[config.mk]
export PLATFORM = sky130hd
export DESIGN_NAME = tour_cmd_seq
export DESIGN_NICKNAME = d
export VERILOG_FILES = /design/src/rtl/tour_pkg.sv /design/src/rtl/sync_fifo.sv /design/src/rtl/tour_cmd_seq.sv
export SDC_FILE = /design/constraint.sdc
export NUM_CORES = 1
export LEC_CHECK = 0
export ABC_AREA = 1
export CORE_ASPECT_RATIO = 1.1
export CORE_MARGIN = 1
export CORE_UTILIZATION = 30
export CTS_BUF_LIST = sky130_fd_sc_hd__clkbuf_2
export CTS_CLUSTER_SIZE = 30
export DETAILED_ROUTE_END_ITERATION = 10
export MAX_ROUTING_LAYER = met4
export PLACE_DENSITY = 0.53
export SYNTH_ARGS = -nofsm -noshare
export SYNTH_HDL_FRONTEND = slang
export SYNTH_SLANG_ARGS = --single-unit
export TNS_END_PERCENT = 10
[constraint.sdc]
create_clock -name clk -period 4.7 [get_ports clk]
set_input_delay 0.94 -clock clk [delete_from_list [all_inputs] [get_ports clk]]
set_output_delay 0.94 -clock clk [all_outputs]
set_load 0.1 [all_outputs]
[src/rtl/tour_pkg.sv]
// Shared types, opcodes and encodings for the knight-tour command sequencer.
// encode_move() builds the 16-bit RemoteComm word for one queued move.
package tour_pkg;

  typedef enum logic [1:0] {
    HEAD_N = 2'b00,
    HEAD_W = 2'b01,
    HEAD_S = 2'b10,
    HEAD_E = 2'b11
  } heading_t;

  typedef struct packed {
    logic       fanfare;
    heading_t   hdg;
    logic [3:0] sq;
  } mv_t;

  localparam logic [3:0] OP_CAL  = 4'h0;
  localparam logic [2:0] OP_MOVE = 3'b001;
  localparam logic [7:0] ACK     = 8'hA5;

  localparam logic [7:0] HDG_N = 8'h00;
  localparam logic [7:0] HDG_W = 8'h3F;
  localparam logic [7:0] HDG_S = 8'h7F;
  localparam logic [7:0] HDG_E = 8'hBF;

  localparam logic [1:0] ERR_NONE = 2'b00;
  localparam logic [1:0] ERR_RESP = 2'b01;
  localparam logic [1:0] ERR_TMO  = 2'b10;

  typedef enum logic [2:0] {
    ST_IDLE,
    ST_SEND,
    ST_WAIT_SENT,
    ST_WAIT_RESP,
    ST_HALT
  } state_t;

  function automatic logic [15:0] encode_move(input mv_t m);
    logic [7:0] hdg8;
    hdg8 = HDG_N;
    case (m.hdg)
      HEAD_N:  hdg8 = HDG_N;
      HEAD_W:  hdg8 = HDG_W;
      HEAD_S:  hdg8 = HDG_S;
      HEAD_E:  hdg8 = HDG_E;
      default: hdg8 = HDG_N;
    endcase
    return {OP_MOVE, m.fanfare, hdg8, m.sq};
  endfunction

endpackage

[src/rtl/sync_fifo.sv]
// Single-clock FIFO with show-ahead read: rdata_o is valid whenever !empty_o,
// so the consumer can pop and use the head entry in the same cycle.
module sync_fifo #(
  parameter int WIDTH = 7,
  parameter int DEPTH = 4
) (
  input  logic             clk,
  input  logic             rst,
  input  logic             push_i,
  input  logic             pop_i,
  input  logic [WIDTH-1:0] wdata_i,
  output logic [WIDTH-1:0] rdata_o,
  output logic             full_o,
  output logic             empty_o
);

  localparam int AW = $clog2(DEPTH);

  logic [WIDTH-1:0] mem_q [DEPTH];
  logic [AW:0]      wr_ptr_q, rd_ptr_q;
  logic             do_push, do_pop;

  // Extra pointer bit distinguishes full from empty when the indices match.
  assign empty_o = (wr_ptr_q == rd_ptr_q);
  assign full_o  = (wr_ptr_q[AW] != rd_ptr_q[AW]) &&
                   (wr_ptr_q[AW-1:0] == rd_ptr_q[AW-1:0]);
  assign do_push = push_i && !full_o;
  assign do_pop  = pop_i && !empty_o;
  assign rdata_o = mem_q[rd_ptr_q[AW-1:0]];

  always_ff @(posedge clk) begin
    if (rst) begin
      wr_ptr_q <= '0;
      rd_ptr_q <= '0;
    end else begin
      if (do_push) wr_ptr_q <= wr_ptr_q + 1'b1;
      if (do_pop)  rd_ptr_q <= rd_ptr_q + 1'b1;
    end
  end

  always_ff @(posedge clk) begin
    if (do_push) mem_q[wr_ptr_q[AW-1:0]] <= wdata_i;
  end

endmodule

[src/rtl/tour_cmd_seq.sv]
// Knight-tour command sequencer: queues move requests, issues one RemoteComm
// command at a time, checks each response for ACK and halts on error/timeout.
module tour_cmd_seq
  import tour_pkg::*;
#(
  parameter int               FIFO_DEPTH = 4,
  parameter int               TMO_W      = 24,
  parameter logic [TMO_W-1:0] TMO_CYC    = 24'hFF_FFFF
) (
  input  logic        clk,
  input  logic        rst,
  input  logic        mv_vld,
  output logic        mv_rdy,
  input  logic        mv_fanfare,
  input  logic [1:0]  mv_hdg,
  input  logic [3:0]  mv_sq,
  input  logic        cal_req,
  output logic [15:0] cmd,
  output logic        send_cmd,
  input  logic        cmd_sent,
  input  logic        resp_rdy,
  input  logic [7:0]  resp,
  output logic        busy,
  output logic [7:0]  done_cnt,
  output logic        err,
  output logic [1:0]  err_code
);

  localparam logic [TMO_W-1:0] TMO_LAST = TMO_CYC - 1'b1;

  state_t           state_q, state_d;
  logic [15:0]      cmd_q, cmd_d;
  logic             send_q, send_d;
  logic             cal_pend_q, cal_pend_d;
  logic [TMO_W-1:0] tmo_q, tmo_d;
  logic [7:0]       done_q, done_d;
  logic             err_q, err_d;
  logic [1:0]       code_q, code_d;

  mv_t  mv_in, mv_head;
  logic fifo_full, fifo_empty, fifo_pop;

  assign mv_in  = mv_t'({mv_fanfare, mv_hdg, mv_sq});
  assign mv_rdy = !fifo_full;

  sync_fifo #(
    .WIDTH ($bits(mv_t)),
    .DEPTH (FIFO_DEPTH)
  ) u_mv_fifo (
    .clk     (clk),
    .rst     (rst),
    .push_i  (mv_vld),
    .pop_i   (fifo_pop),
    .wdata_i (mv_in),
    .rdata_o (mv_head),
    .full_o  (fifo_full),
    .empty_o (fifo_empty)
  );

  always_ff @(posedge clk) begin
    if (rst) begin
      state_q    <= ST_IDLE;
      cmd_q      <= '0;
      send_q     <= 1'b0;
      cal_pend_q <= 1'b0;
      tmo_q      <= '0;
      done_q     <= '0;
      err_q      <= 1'b0;
      code_q     <= ERR_NONE;
    end else begin
      state_q    <= state_d;
      cmd_q      <= cmd_d;
      send_q     <= send_d;
      cal_pend_q <= cal_pend_d;
      tmo_q      <= tmo_d;
      done_q     <= done_d;
      err_q      <= err_d;
      code_q     <= code_d;
    end
  end

  always_comb begin
    state_d    = state_q;
    cmd_d      = cmd_q;
    send_d     = 1'b0;
    cal_pend_d = cal_pend_q | cal_req;
    tmo_d      = tmo_q;
    done_d     = done_q;
    err_d      = err_q;
    code_d     = code_q;
    fifo_pop   = 1'b0;

    case (state_q)
      ST_IDLE: begin
        if (!err_q) begin
          if (cal_pend_q) begin
            cmd_d      = {OP_CAL, 12'h000};
            cal_pend_d = cal_req;
            state_d    = ST_SEND;
          end else if (!fifo_empty) begin
            fifo_pop = 1'b1;
            cmd_d    = encode_move(mv_head);
            state_d  = ST_SEND;
          end
        end
      end
      ST_SEND: begin
        send_d  = 1'b1;
        tmo_d   = '0;
        state_d = ST_WAIT_SENT;
      end
      ST_WAIT_SENT: begin
        tmo_d = tmo_q + 1'b1;
        if (tmo_q == TMO_LAST) begin
          err_d   = 1'b1;
          code_d  = ERR_TMO;
          state_d = ST_HALT;
        end else if (cmd_sent) begin
          state_d = ST_WAIT_RESP;
        end
      end
      ST_WAIT_RESP: begin
        tmo_d = tmo_q + 1'b1;
        // A response arriving on the terminal count still counts.
        if (resp_rdy) begin
          if (resp == ACK) begin
            done_d  = done_q + 8'd1;
            state_d = ST_IDLE;
          end else begin
            err_d   = 1'b1;
            code_d  = ERR_RESP;
            state_d = ST_HALT;
          end
        end else if (tmo_q == TMO_LAST) begin
          err_d   = 1'b1;
          code_d  = ERR_TMO;
          state_d = ST_HALT;
        end
      end
      ST_HALT: state_d = ST_HALT;
      default: state_d = ST_IDLE;
    endcase
  end

  assign cmd      = cmd_q;
  assign send_cmd = send_q;
  assign busy     = (state_q == ST_SEND) || (state_q == ST_WAIT_SENT) ||
                    (state_q == ST_WAIT_RESP);
  assign done_cnt = done_q;
  assign err      = err_q;
  assign err_code = code_q;

endmodule

======== Word level (Yosys, flattened, before mapping) ========
Memory sizes are Yosys's and may differ from the RTL's. A register that Yosys moved wholly into a read port is not among the register bits.
Index checks and enable logic that the tools add are counted.
operators by class
  equal/unequal tests ..................... 18
  add/sub/neg operators ................... 4
  bitwise gates (word level) .............. 2
  reduce and logical (&&, ||, !) cells .... 16
  muxes and demuxes ....................... 33
operator list
  cell                   count
  $pmux 24 s2            1
  $mux 16                2
  $pmux 8 s4             1
  $add 24x1->24 const B  1
  $eq 24x24->1 const B   1
  $mux 3                 8
  $pmux 3 s5             1
  $mux 1                 13
  $ne 3x3->1 const B     4
  $mux 2                 5
  $add 8x1->8 const B    1
  $eq 8x8->1 const B     1
  $add 3x1->3 const B    2
  $eq 3x2->1 const B     2
  $reduce_and 3->1       2
  $eq 2x2->1 const B     2
  $ne 2x2->1 const B     2
  $pmux 2 s2             1
  $reduce_and 4->1       1
  $reduce_bool 2->1      2
  $eq 3x1->1 const B     1
  $eq 3x3->1             1
  $eq 3x3->1 const B     1
  $logic_and 1x1->1      3
  other kinds (12)       14
word-level totals
  logic and storage cells ................. 84
  output and inout port bits .............. 30
  bits in registers ....................... 62
  memories ................................ 1
  bits in writable memories ............... 28
  bits of input ports ..................... 21
memory list
  name             depth  width  rd ports  clocked after memory_dff  wr ports  line             RTL
  u_mv_fifo.mem_q  4      7      1         1                         1         sync_fifo.sv:19  logic [WIDTH-1:0] mem_q [DEPTH];

======== Longest topological paths before layout ========
Gate-level depths: netlist (run 1).
  depth after elaboration ................. 8
  depth in mapped cells ................... 12
  mapped depth without buffers ............ 12

======== Modules after synthesis ========
A second synthesis (run 1) with hierarchy kept.
second synthesis, totals
  cell total of the unflattened synthesis .. 530
  area, all modules ....................... 4181.5 um^2
by module, submodules not included
  module        instances  area an instance (um^2)  cells an instance  seq. area each (um^2)
  tour_cmd_seq  1          2640.0                   389                980.9
  sync_fifo     1          1541.5                   141                1001.0

======== Least setup slack after synthesis (run 1) ========
OpenSTA, ideal clock, no wires.
  path kind ............................... register -> register
  start point ............................. reg u_mv_fifo.wr_ptr_q[0]
  end point ............................... reg u_mv_fifo.wr_ptr_q[2]
  library setup time ...................... 0.139 ns
  path buffers ............................ 0
  clock period less this slack ............ 2.488 ns
  data required time ...................... 4.561 ns
  setup slack ............................. 2.212 ns
  cell stages (with the launch flop) ...... 9
  arrival ................................. 2.349 ns
  cell sequence ........................... dfxtp_1 > inv_1 > nand2_1 > nand2_1 > nand4_1 > nand2_2 > nor2_1 > o21ai_1 > a21oi_1
on the way
  word-level cells in the longest chain between the ends .. 4
  elaborated cells between the ends (all ways) .. 5
  those cells by class .................... add/sub (1); eq/ne (1); reduce/logical (3)
ends and longest elaborated chain
  item                    line                RTL
  from (decl)             sync_fifo.sv:20     logic [AW:0] wr_ptr_q, rd_ptr_q;
  from (signal assigned)  sync_fifo.sv:36     if (do_push) wr_ptr_q <= wr_ptr_q + 1'b1;
  $eq 2x2->1              sync_fifo.sv:26     (wr_ptr_q[AW-1:0] == rd_ptr_q[AW-1:0]);
  $logic_and 1x1->1       sync_fifo.sv:25     assign full_o = (wr_ptr_q[AW] != rd_ptr_q[AW]) &&
  $logic_not 1->1         --
  net mv_rdy              tour_cmd_seq.sv:13  output logic mv_rdy,
  $logic_and 1x1->1       sync_fifo.sv:27     assign do_push = push_i && !full_o;
The timed path passes the listed nets, and every way through them passes these cells.
A chain may end at the register's enable or synchronous reset.

======== Final worst setup path (run 1) ========
  start point ............................. reg state_q[0]
  end point ............................... out busy
on the way
  word-level cells in the longest chain between the ends .. 3
  elaborated cells between the ends (all ways) .. 5
  those cells by class .................... eq/ne (3); reduce/logical (2)
ends and longest elaborated chain
  item                                             line                 RTL
  from (decl)                                      tour_cmd_seq.sv:31   state_t state_q, state_d;
  from (signal assigned)                           tour_cmd_seq.sv:71   state_q <= state_d;
  $eq 3x1->1 / $eq 3x2->1 (equally long branches)  tour_cmd_seq.sv:147  assign busy = (state_q == ST_SEND) || (state_q == ST_WAIT_SENT) ||
  $logic_or 1x1->1                                 tour_cmd_seq.sv:147
  $logic_or 1x1->1 *                               tour_cmd_seq.sv:147
  to (decl)                                        tour_cmd_seq.sv:23   output logic busy,
Every way passes the cells marked *; elsewhere a longest branch is shown, timed or not.

==> key figures, run 1 <==
Layout
  – Area grow syn2layout: 17.3%
  – Fillers: 1,410
  – Number of diodes: 0
  – Final nets: 595
  – Share of cells above drive strength 1: 7.71%
  – Layout Utilization: 36.4%
  – Non-Filler Instances: 755

GRT
  – Vias in the first global route: 3,401
  – Total grt overflow: 0
  – GRT Total Usage: 14.9%
  – Largest net degree at the start of global routing: 37
  – Initial antenna violation count: 0
  – Layer with the highest usage: met2
  – M2 GR Usage: 24.4%
  – First-pass GRT wire length: 16,300 µm
  – Met1 usage: 17.5%
  – Met3 Resource Use GR: 3.49%

Timing
  – Slew Viols, Final: 0
  – Worst slew pin tran: 0.994 ns
  – Unrepaired setup endpoints after global routing: no
  – Max Freq: 266 MHz
  – Final setup fails: 0
  – Slew margin rel.: 33.5%
  – Final period util: 79.9%
  – Hold WS: 0.486 ns
  – Setup TNS: 0 ns
  – Minimum clock period: 3.75 ns
  – Clock Skews: 0.0395 ns
  – Fin. Hold Viols: 0

Critical path
  – Worst EP arrival: 2.81 ns
  – R2r startpoint: u_mv_fifo.wr_ptr_q[0]
  – Critical path type: flip-flop to output pin
  – Startpoint Class: flip-flop
  – Crit path from: state_q[0]
  – Crit path to: busy
  – RR Endpoint: u_mv_fifo.mem_q[3][5]
  – CP endpoint kind: output pin
  – Reg2Reg Setup Slack: 2.67 ns
  – Worst Path Required: 3.76 ns
  – Crit Path Max Fanout: 18
  – R2R depth: 6

Clock tree
  – Post-CTS Setup Inserts: 0
  – Clk_lat worst skew: 0.60 ns
  – CTS H-tree depth: 3
  – CTS tree: yes
  – Clock Sinks: 85
  – Clock transition at path regs: 0.27 ns
  – Cts bufs inserted: 9
  – CTS Root Cell: clkbuf_2
  – Clock tree buffer depth: 2
  – Post-cts resize count: 0
  – Hold Buf Count CTS: 0

Yosys
  – XOR/XNOR share of the synthesized area: 1.06%
  – Post-synthesis simple-gate area fraction: 28.1%
  – Syn Area/Cell: 7.91 µm²
  – Share of the synthesized area in the top cell type: 27.6%
  – Largest family of logic cells by synthesized area: simple AND/OR/NAND/NOR gates
  – Register area share after synthesis: 47.9%
  – Ys flop type: dfxtp_1
  – Synth Area in Compound Gates: 12.5%
  – Post-Syn Area: 4140 µm²
  – #FFs+latches synth: 85
  – Adder-cell share of the synthesized area: 2.42%
  – Post-synthesis cell count: 523
  – Area contributors post-synth: dfxtp_1 28%, edfxtp_1 20%, nand2_1 11%
  – Post-synth EDFFs: 28
  – Largest area contributor in the netlist: dfxtp_1
  – Mux cell area share after synthesis: 0%
  – Ys Warns: 0
  – Post-synth ARST share: 0%
  – Count of cell types in the netlist: 36

Placement
  – DP HPWL: 6800 µm
  – IO Port Bufs: 48
  – Placer Congestion: 0.818
  – Placed Cells: 739

Pwr
  – Sw power: 1.20 mW
  – Comb pwr share: 45.9%
  – Switching Fraction: 50.2%
  – Leak pwr: 1.71 nW
  – Clock network power share: 15.4%
  – PD cells: 492 nW/µm²
  – Internal Power: 1.19 mW
  – Power Total: 2.39 mW
  – Max IR drop VDD: 0.000272 V
  – Part of the power in registers: 38.8%

Die
  – DIE WIDTH: 114 µm
  – IO Pins: 51
  – Die height: 125 µm
  – Starting Density: 31.1%
  – Total core area: 13,300 µm²
  – Num rows: 44
  – Die area: 14,300 µm²

Route
  – Final WL: 9640 µm
  – DRT antenna net count: 0
  – Vias per cell: 4.64
  – DRC: 0
  – DR pass1 iterations: 4
  – Via count: 3,504
  – Initial DRC count: 167
  – Routed length per instance: 12.8 µm

Outcome
  – Status: finished, final reports clean

Worst hold path
  – Worst hold stages: 2
  – Tightest Hold Check Type: flip-flop to flip-flop

Flow run
  – Max-cap viol count: 0
==> metal layers <==
metal	wire length [µm]	vias up
li1	-	1812
met1	4390	1594
met2	4650	77
met3	375	21
met4	222	0
met5	0	-
==> worst max-delay path, stage by stage (launching register included) <==
cell	delay [ns]
dfxtp_1	0.42
inv_1	0.09
nand2_2	0.12
nand2_2	0.24
inv_1	0.18
clkdlybuf4s50_1	1.15
==> cell usage after synthesis (2+ instances only) <==
library cell	instances
clkbuf_1	5
nand2_2	6
nand3_1	27
inv_2	3
nor2_4	5
o21ai_0	28
o22ai_1	5
nand3_2	4
nand2_1	120
buf_4	8
a21oi_1	47
nor2_1	56
o211ai_1	2
inv_1	56
buf_2	4
ha_1	8
edfxtp_1	28
xor2_1	3
nor3_1	13
nor2_2	4
o21ai_1	4
xnor2_1	2
nor3_4	3
a211oi_1	5
nand4_1	10
dfxtp_1	57
==> cell families (layout without fill, tap and decap cells) <==
group	Yosys count	count (layout)
other	1	2
AND/OR/NAND/NOR	251	251
flip-flops	85	85
AO/OA/AOI/OAI	96	96
adder cells (fa/ha/maj)	8	8
buffers and inverters	77	124
XOR/XNOR	5	5
==> how the worst min path moves through the flow <==
stage / startpoint / end / slack [ns]
2_1_floorplan: u_mv_fifo.wr_ptr_q[2] / u_mv_fifo.wr_ptr_q[2] / 0.45
3_3_place_gp: err_code[1] / err_code[1] / 0.45
3_5_place_dp: err_code[1] / err_code[1] / 0.47
4_1_cts: err_code[1] / err_code[1] / 0.50
5_1_grt: err_code[1] / err_code[1] / 0.51
6_report: err_code[1] / err_code[1] / 0.49
==> state kept, by name, indices dropped and copies added, names as in the netlist, named ones only <==
| register | flops |
|---|---|
| done_cnt | 8 |
| cal_pend_q | 1 |
| state_q | 3 |
| err | 1 |
| cmd | 9 |
| u_mv_fifo.mem_q | 28 |
| u_mv_fifo.wr_ptr_q | 3 |
| tmo_q | 24 |
| send_cmd | 1 |
| err_code | 2 |
| u_mv_fifo.rd_ptr_q | 3 |
==> per-stage QoR <==
step,worst slack [ns],instance area [µm²]
after floorplan,2.21,4140
after detailed placement,1.61,4750
after global routing,0.761,4850
after global placement,1.65,4750
final,0.947,4850
after CTS,0.882,4850
==> cell usage in the layout, fill, tap and decap left out, types with 8 or more instances in the layout <==
cell type	synthesis	routed
nor3_1	13	13
dfxtp_1	57	57
nor2_1	56	56
edfxtp_1	28	28
nand3_1	27	27
clkbuf_2	0	10
o21ai_0	28	28
nand4_1	10	10
nand2_1	120	120
inv_1	56	56
ha_1	8	8
clkdlybuf4s50_1	0	48
a21oi_1	47	47
==> power groups by stage <==
| stage | combinational, mW | clock (mW) | sequential [mW] |
|---|---|---|---|
| 5_1_grt | 1.18 | 0.416 | 0.944 |
| 3_3_place_gp | 1.09 | 0 | 0.943 |
| 4_1_cts | 1.10 | 0.385 | 0.930 |
| 3_5_place_dp | 1.10 | 0 | 0.945 |
| 2_1_floorplan | 0.659 | 0 | 1.15 |
| 6_report | 1.10 | 0.367 | 0.926 |
==> final cells by class <==
cell class                 count  area (µm²)  area share [%]
timing repair buffer          49         488            10.1
multi-input combinational    362        1830            37.7
inverter                      59         221            4.56
sequential                    85        1980            40.8
clock inverter                 6        53.8            1.11
tap                          184         230            4.74
clock buffer                  10        50.0            1.03
Note: power is estimated with default switching activity, not from simulation.
==> run 2, diff against run 1 <==
PLACE_DENSITY = 0.55   (was 0.53)
clock period = 3.3 ns   (was 4.7 ns; I/O delays follow)
==> run 2 against run 1 <==
Global-route usage up 0.25 points. Sequential power up 43%. Die area unchanged. Sequential share of layout area up 0.53 points. First-iteration DRC count up 27%. Non-clock buffer count up 1. Cell area down 1.3%. Clock-buffer cell count down 1. Wire length up 0.38%. Flip-flop and latch count unchanged. Cell count up 0.13%. Power up 42%.
==> key figures, run 2 (synthesis gave the netlist of run 1 again) <==
Outcome
  – Status: finished, final reports clean

Die
  – Starting Density: 31.1% (unchanged)
  – Num rows: 44 (unchanged)
  – Die height: 125 µm (unchanged)
  – IO Pins: 51 (unchanged)
  – DIE WIDTH: 114 µm (unchanged)
  – Die area: 14,300 µm² (unchanged)
  – Total core area: 13,300 µm² (unchanged)

Pwr
  – Clock network power share: 15.1% (-0.3 points)
  – Max IR drop VDD: 0.000590 V (+120%)
  – Sw power: 1.71 mW (+43%)
  – PD cells: 705 nW/µm² (+43%)
  – Comb pwr share: 46.0% (about the same)
  – Internal Power: 1.67 mW (+41%)
  – Switching Fraction: 50.6% (+0.34 points)
  – Leak pwr: 1.76 nW (+3.2%)
  – Part of the power in registers: 38.9% (about the same)

GRT
  – Vias in the first global route: 3,389 (-0.35%)
  – Total grt overflow: 0 (unchanged)
  – First-pass GRT wire length: 16,400 µm (+0.59%)
  – Initial antenna violation count: 0 (unchanged)
  – GRT Total Usage: 15.2% (+0.25 points)
  – Largest net degree at the start of global routing: 36 (-2.7%)

Clock tree
  – Post-cts resize count: 0 (unchanged)
  – Clk_lat worst skew: 0.59 ns (about the same)
  – CTS H-tree depth: 3 (unchanged)
  – CTS Root Cell: clkbuf_2
  – Hold Buf Count CTS: 0 (unchanged)
  – Post-CTS Setup Inserts: 0 (unchanged)
  – Cts bufs inserted: 9 (unchanged)
  – Clock transition at path regs: 0.24 ns (-0.03 ns)
  – Clock tree buffer depth: 2 (unchanged)
  – Clock Sinks: 85 (unchanged)
  – CTS tree: yes

Layout
  – Share of cells above drive strength 1: 12.6% (+4.9 points)
  – Fillers: 1,425 (+1.1%)
  – Max reg flops: 28 (unchanged)
  – Most frequent cells in the layout: 120 x nand2_1, 57 x dfxtp_1, 56 x inv_1, 56 x nor2_1, 47 x a21oi_1
  – Non-Filler Instances: 756 (+0.13%)
  – Register area: 1980 µm² (unchanged)
  – Final nets: 596 (+0.17%)
  – Number of diodes: 0 (unchanged)
  – Area grow syn2layout: 15.8%
  – Area taken by multi-input logic gates: 1830 µm² (unchanged)
  – Commonest non-fill, non-tap cell in the layout: nand2_1

Critical path
  – Cell mode on critical path: nand2_1
  – Crit Path Max Fanout: 5 (-13)
  – CP endpoint kind: output pin
  – Worst EP arrival: 1.83 ns (-0.98 ns)
  – Slowest-stage cell, CP: dfxtp_1
  – Crit path from: u_mv_fifo.wr_ptr_q[0]
  – Startpoint Class: flip-flop
  – CP Buf/Inv Count: 2 (-1)
  – CP Cell Sequence: inv_1 > nand2_1 > nand2_1 > nand4_1 > buf_4
  – Critical path type: flip-flop to output pin
  – Crit-path leading delay family: flip-flops
  – Worst Path Required: 2.64 ns (-1.12 ns)
  – R2r startpoint: u_mv_fifo.wr_ptr_q[0]
  – Critical Path Max Stage Delay: 0.46 ns (-0.69 ns)

Route
  – DRC: 0 (unchanged)
  – DRT antenna net count: 0 (unchanged)
  – Final WL: 9680 µm (+0.38%)
  – Top layer in use: met4
  – Met1 wire length: 4470 µm (+1.8%)
  – DR pass1 iterations: 4 (unchanged)
  – Initial DRC count: 212 (+27%)
  – Routed length per instance: 12.8 µm (+0.25%)
  – Met3 WL: 516 µm (+38%)
  – Vias per cell: 4.60 (-0.93%)
  – Via count: 3,476 (-0.80%)
  – WL met2: 4550 µm (-2.1%)

Placement
  – Placed Cells: 740 (+0.14%)
  – Placer Congestion: 0.835 (+2.1%)
  – DP HPWL: 6950 µm (+2.2%)
  – IO Port Bufs: 48 (unchanged)

Timing
  – Fin. Hold Viols: 0 (unchanged)
  – Minimum clock period: 2.49 ns
  – Slew Viols, Final: 0 (unchanged)
  – Slew margin rel.: 50.8% (+17 points)
  – Max Freq: 401 MHz
  – Clock Skews: 0.0242 ns (-0.0154 ns)
  – Unrepaired setup endpoints after global routing: no
  – Setup TNS: 0 ns (unchanged)
  – Final setup fails: 0 (unchanged)
  – Worst slew pin tran: 0.735 ns (-0.259 ns)
  – Final period util: 75.6%

Worst hold path
  – HP Start: err_code[1]
  – Tightest Hold Check Type: flip-flop to flip-flop

Flow run
  – Max-cap viol count: 0 (unchanged)
-- run 2: cell types whose count changed in the layout (fill, tap and decap cells not counted), sizes merged --
| cell | change |
|---|---|
| buf | +29 |
| clkbuf | -1 |
| clkdlybuf4s50 | -28 |
| clkinv | +2 |
| clkinvlp | -1 |
-- run 2: tightest hold or removal path: cells and delay by family (launching register included) --
kind,cells,cell delay [ns]
DFF,1,0.36
buffers and inverters,1,0.05
AOI/OAI and AO/OA,1,0.06
-- run 2: through the flow --
| step | hold WS, ns | util (%) | instance area (µm²) | worst slack (ns) | power, mW |
|---|---|---|---|---|---|
| 3_3_place_gp | 0.448 | 35.2 | 4690 | 1.12 | 2.90 |
| 4_1_cts | 0.481 | 36.0 | 4790 | 0.731 | 3.43 |
| 5_1_grt | 0.509 | 36.0 | 4790 | 0.602 | 3.64 |
| 6_report | 0.470 | 36.0 | 4790 | 0.807 | 3.38 |
| 2_1_floorplan | 0.447 | - | 4140 | 0.812 | 2.57 |
| 3_5_place_dp | 0.455 | 35.2 | 4690 | 1.03 | 2.90 |
-- run 2: final cells by class --
| class | instances | share of cell area, % |
|---|---|---|
| clock buffer | 9 | 0.940 |
| clock inverter | 7 | 1.23 |
| inverter | 59 | 4.62 |
| multi-input combinational | 362 | 38.2 |
| sequential | 85 | 41.4 |
| tap | 184 | 4.80 |
| timing repair buffer | 50 | 8.88 |
-- run 2: final timing paths --
kind | endpoint | slack, ns | cells after the start
worst max-delay path | mv_rdy | 0.81 | 5
worst min-delay path | err_code[1] | 0.47 | 2
worst max register to register | u_mv_fifo.mem_q[2][1] | 1.31 | 6
worst min register to register | err_code[1] | 0.47 | 2
-- run 2: power by group through the flow --
stage               clock network [mW]  logic, mW  registers [mW]
floorplan                            0      0.939            1.64
global placement                     0       1.56            1.34
detailed placement                   0       1.56            1.34
CTS                              0.548       1.57            1.32
global route                     0.594       1.70            1.34
finish                           0.511       1.55            1.32
-- run 2: layer usage --
layer  up-vias  track usage, %
met5         -               -
met4         0            5.19
met3        12            3.93
met2        83            24.2
met1      1576            18.5
li1       1805               -
==> run 3, diff against run 2 <==
clock period = 2.1 ns   (was 3.3 ns; I/O delays follow)
==> run 3 against run 2 <==
The run now ends with negative setup slack left. Sequential power up 55%. Worst hold slack lost 0.045 ns. Largest cell class unchanged. Cell area rose by 4.2%. Global-route usage up 0.13 points.
==> key figures, run 3 (synthesis gave the netlist of run 1 again) <==
Outcome
  – Status: complete, but fails checks
  – Failing checks: negative setup slack

Critical path
  – CP Cell Sequence: xnor2_4 > nand4_1 > buf_12
  – Critical path type: flip-flop to output pin
  – Worst EP arrival: 1.71 ns (-0.12 ns)
  – Slowest-stage cell, CP: dfxtp_4
  – Worst Path Required: 1.68 ns (-0.96 ns)
  – Crit Path Max Fanout: 3 (-2)
  – CP endpoint kind: output pin
  – Startpoint Class: flip-flop
  – Critical Path Max Stage Delay: 0.42 ns (-0.04 ns)

Layout
  – Area grow syn2layout: 20.6%
  – Most frequent cells in the layout: 119 x nand2_1, 55 x nor2_1, 54 x inv_1
  – Commonest non-fill, non-tap cell in the layout: nand2_1
  – Share of cells above drive strength 1: 17.1% (+4.5 points)
  – Final Cell Area: 4990 µm² (+4.2%)
  – Max reg flops: 28 (unchanged)
  – Number of diodes: 0 (unchanged)
  – Final nets: 610 (+2.3%)

Die
  – IO Pins: 51 (unchanged)
  – Starting Density: 31.1% (unchanged)
  – Num rows: 44 (unchanged)
  – Die area: 14,300 µm² (unchanged)
  – Die height: 125 µm (unchanged)
  – Total core area: 13,300 µm² (unchanged)
  – DIE WIDTH: 114 µm (unchanged)

Route
  – Via count: 3,592 (+3.3%)
  – Vias per cell: 4.66 (+1.5%)
  – DR pass1 iterations: 5 (+1)
  – DRC: 0 (unchanged)
  – Initial DRC count: 148 (-30%)
  – Final WL: 9990 µm (+3.2%)
  – Routed length per instance: 13.0 µm (+1.4%)
  – DRT antenna net count: 0 (unchanged)

Placement
  – DP HPWL: 7040 µm (+1.3%)
  – Placed inst area: 4780 µm² (+2.1%)
  – IO Port Bufs: 48 (unchanged)
  – Placer Congestion: 0.847 (+1.5%)
  – Pre-CTS WS: 0.213 ns (-0.818 ns)

GRT
  – Met3 Resource Use GR: 2.96% (-0.97 points)
  – Total grt overflow: 0 (unchanged)
  – Met1 usage: 18.1% (-0.36 points)
  – Initial antenna violation count: 0 (unchanged)
  – M2 GR Usage: 25.3% (+1.1 points)
  – Largest net degree at the start of global routing: 24 (-33%)
  – First-pass GRT wire length: 16,600 µm (+1.7%)
  – Layer with the highest usage: met2
  – GRT Total Usage: 15.3% (+0.13 points)
  – Vias in the first global route: 3,536 (+4.3%)

Worst hold path
  – Tightest Hold Check Type: input pin to flip-flop

Clock tree
  – Cts bufs inserted: 9 (unchanged)
  – Clock transition at path regs: 0.24 ns (about the same)
  – Clock Sinks: 85 (unchanged)
  – Clock tree buffer depth: 2 (unchanged)
  – CTS H-tree depth: 3 (unchanged)
  – CTS tree: yes
  – CTS Root Cell: clkbuf_2
  – Clk_lat worst skew: 0.58 ns (about the same)

Timing
  – Clock Skews: 0.0246 ns (+0.000396 ns)
  – Slew Viols, Final: 0 (unchanged)
  – Max Freq: 470 MHz
  – Fin. Hold Viols: 0 (unchanged)
  – Final period util: 101%
  – Final setup fails: 1 (+1)
  – Hold WS: 0.425 ns (-0.0453 ns)
  – Final worst slack: -0.0269 ns (-0.833 ns)
  – Minimum clock period: 2.13 ns
  – Unrepaired setup endpoints after global routing: yes

Pwr
  – Max IR drop VDD: 0.000597 V (+1.2%)
  – Leak pwr: 1.86 nW (+5.6%)
  – PD cells: 1130 nW/µm² (+60%)

Flow run
  – Max-cap viol count: 0 (unchanged)
[run 3: cell type report]
type | instances | area [µm²]
flip-flops and latches | 85 | 2000
clock buffers | 10 | 50.0
well taps | 184 | 230
multi-input cells | 362 | 1860
fillers | 1395 | 8330
inverters | 59 | 224
repair buffers | 64 | 556
clock inverters | 6 | 73.8
[run 3: worst max-delay path: cells and delay by family (launching register included)]
kind                   cells  cell delay (ns)
buffers and inverters      1             0.26
flip-flops                 1             0.42
AND/OR/NAND/NOR            1             0.27
XOR/XNOR                   1             0.18
[run 3: per-layer routing]
layer  wire, µm  up-vias
met5          0        -
met4        140        0
met3        345       14
met2       4840       65
met1       4670     1672
li1           -     1841
[run 3: path summary, 6_finish.rpt]
path,slack [ns],cells after the start,startpoint,end
min reg2reg,0.47,1,u_mv_fifo.wr_ptr_q[2],u_mv_fifo.wr_ptr_q[2]
max reg2reg,0.43,6,u_mv_fifo.wr_ptr_q[1],u_mv_fifo.mem_q[0][2]
max,-0.03,3,u_mv_fifo.wr_ptr_q[1],mv_rdy
min,0.42,3,cal_req,cal_pend_q
[run 3: per-stage QoR]
| step | std cells | setup TNS (ns) | total power [mW] | utilization [%] |
|---|---|---|---|---|
| after floorplan | 524 | -10.30 | 4.06 | - |
| final | 770 | -0.0269 | 5.63 | 37.5 |
| after global routing | 770 | -0.139 | 5.99 | 37.5 |
| after detailed placement | 747 | 0 | 4.67 | 35.9 |
| after CTS | 768 | -0.0367 | 5.65 | 37.2 |
| after global placement | 747 | 0 | 4.65 | 35.9 |
[run 3: timing repair]
action	CTS	global route
pin swaps	2	3
endpoints found under the setup margin	2	2
setup buffers	5	2
gates resized for setup	8	5
hold buffers	0	0
[run 3: where the power goes]
| group | switching [mW] | total (mW) | internal, mW |
|---|---|---|---|
| Sequential | 0.151 | 2.05 | 1.90 |
| Combinational | 1.96 | 2.66 | 0.702 |
| Clock | 0.623 | 0.923 | 0.300 |
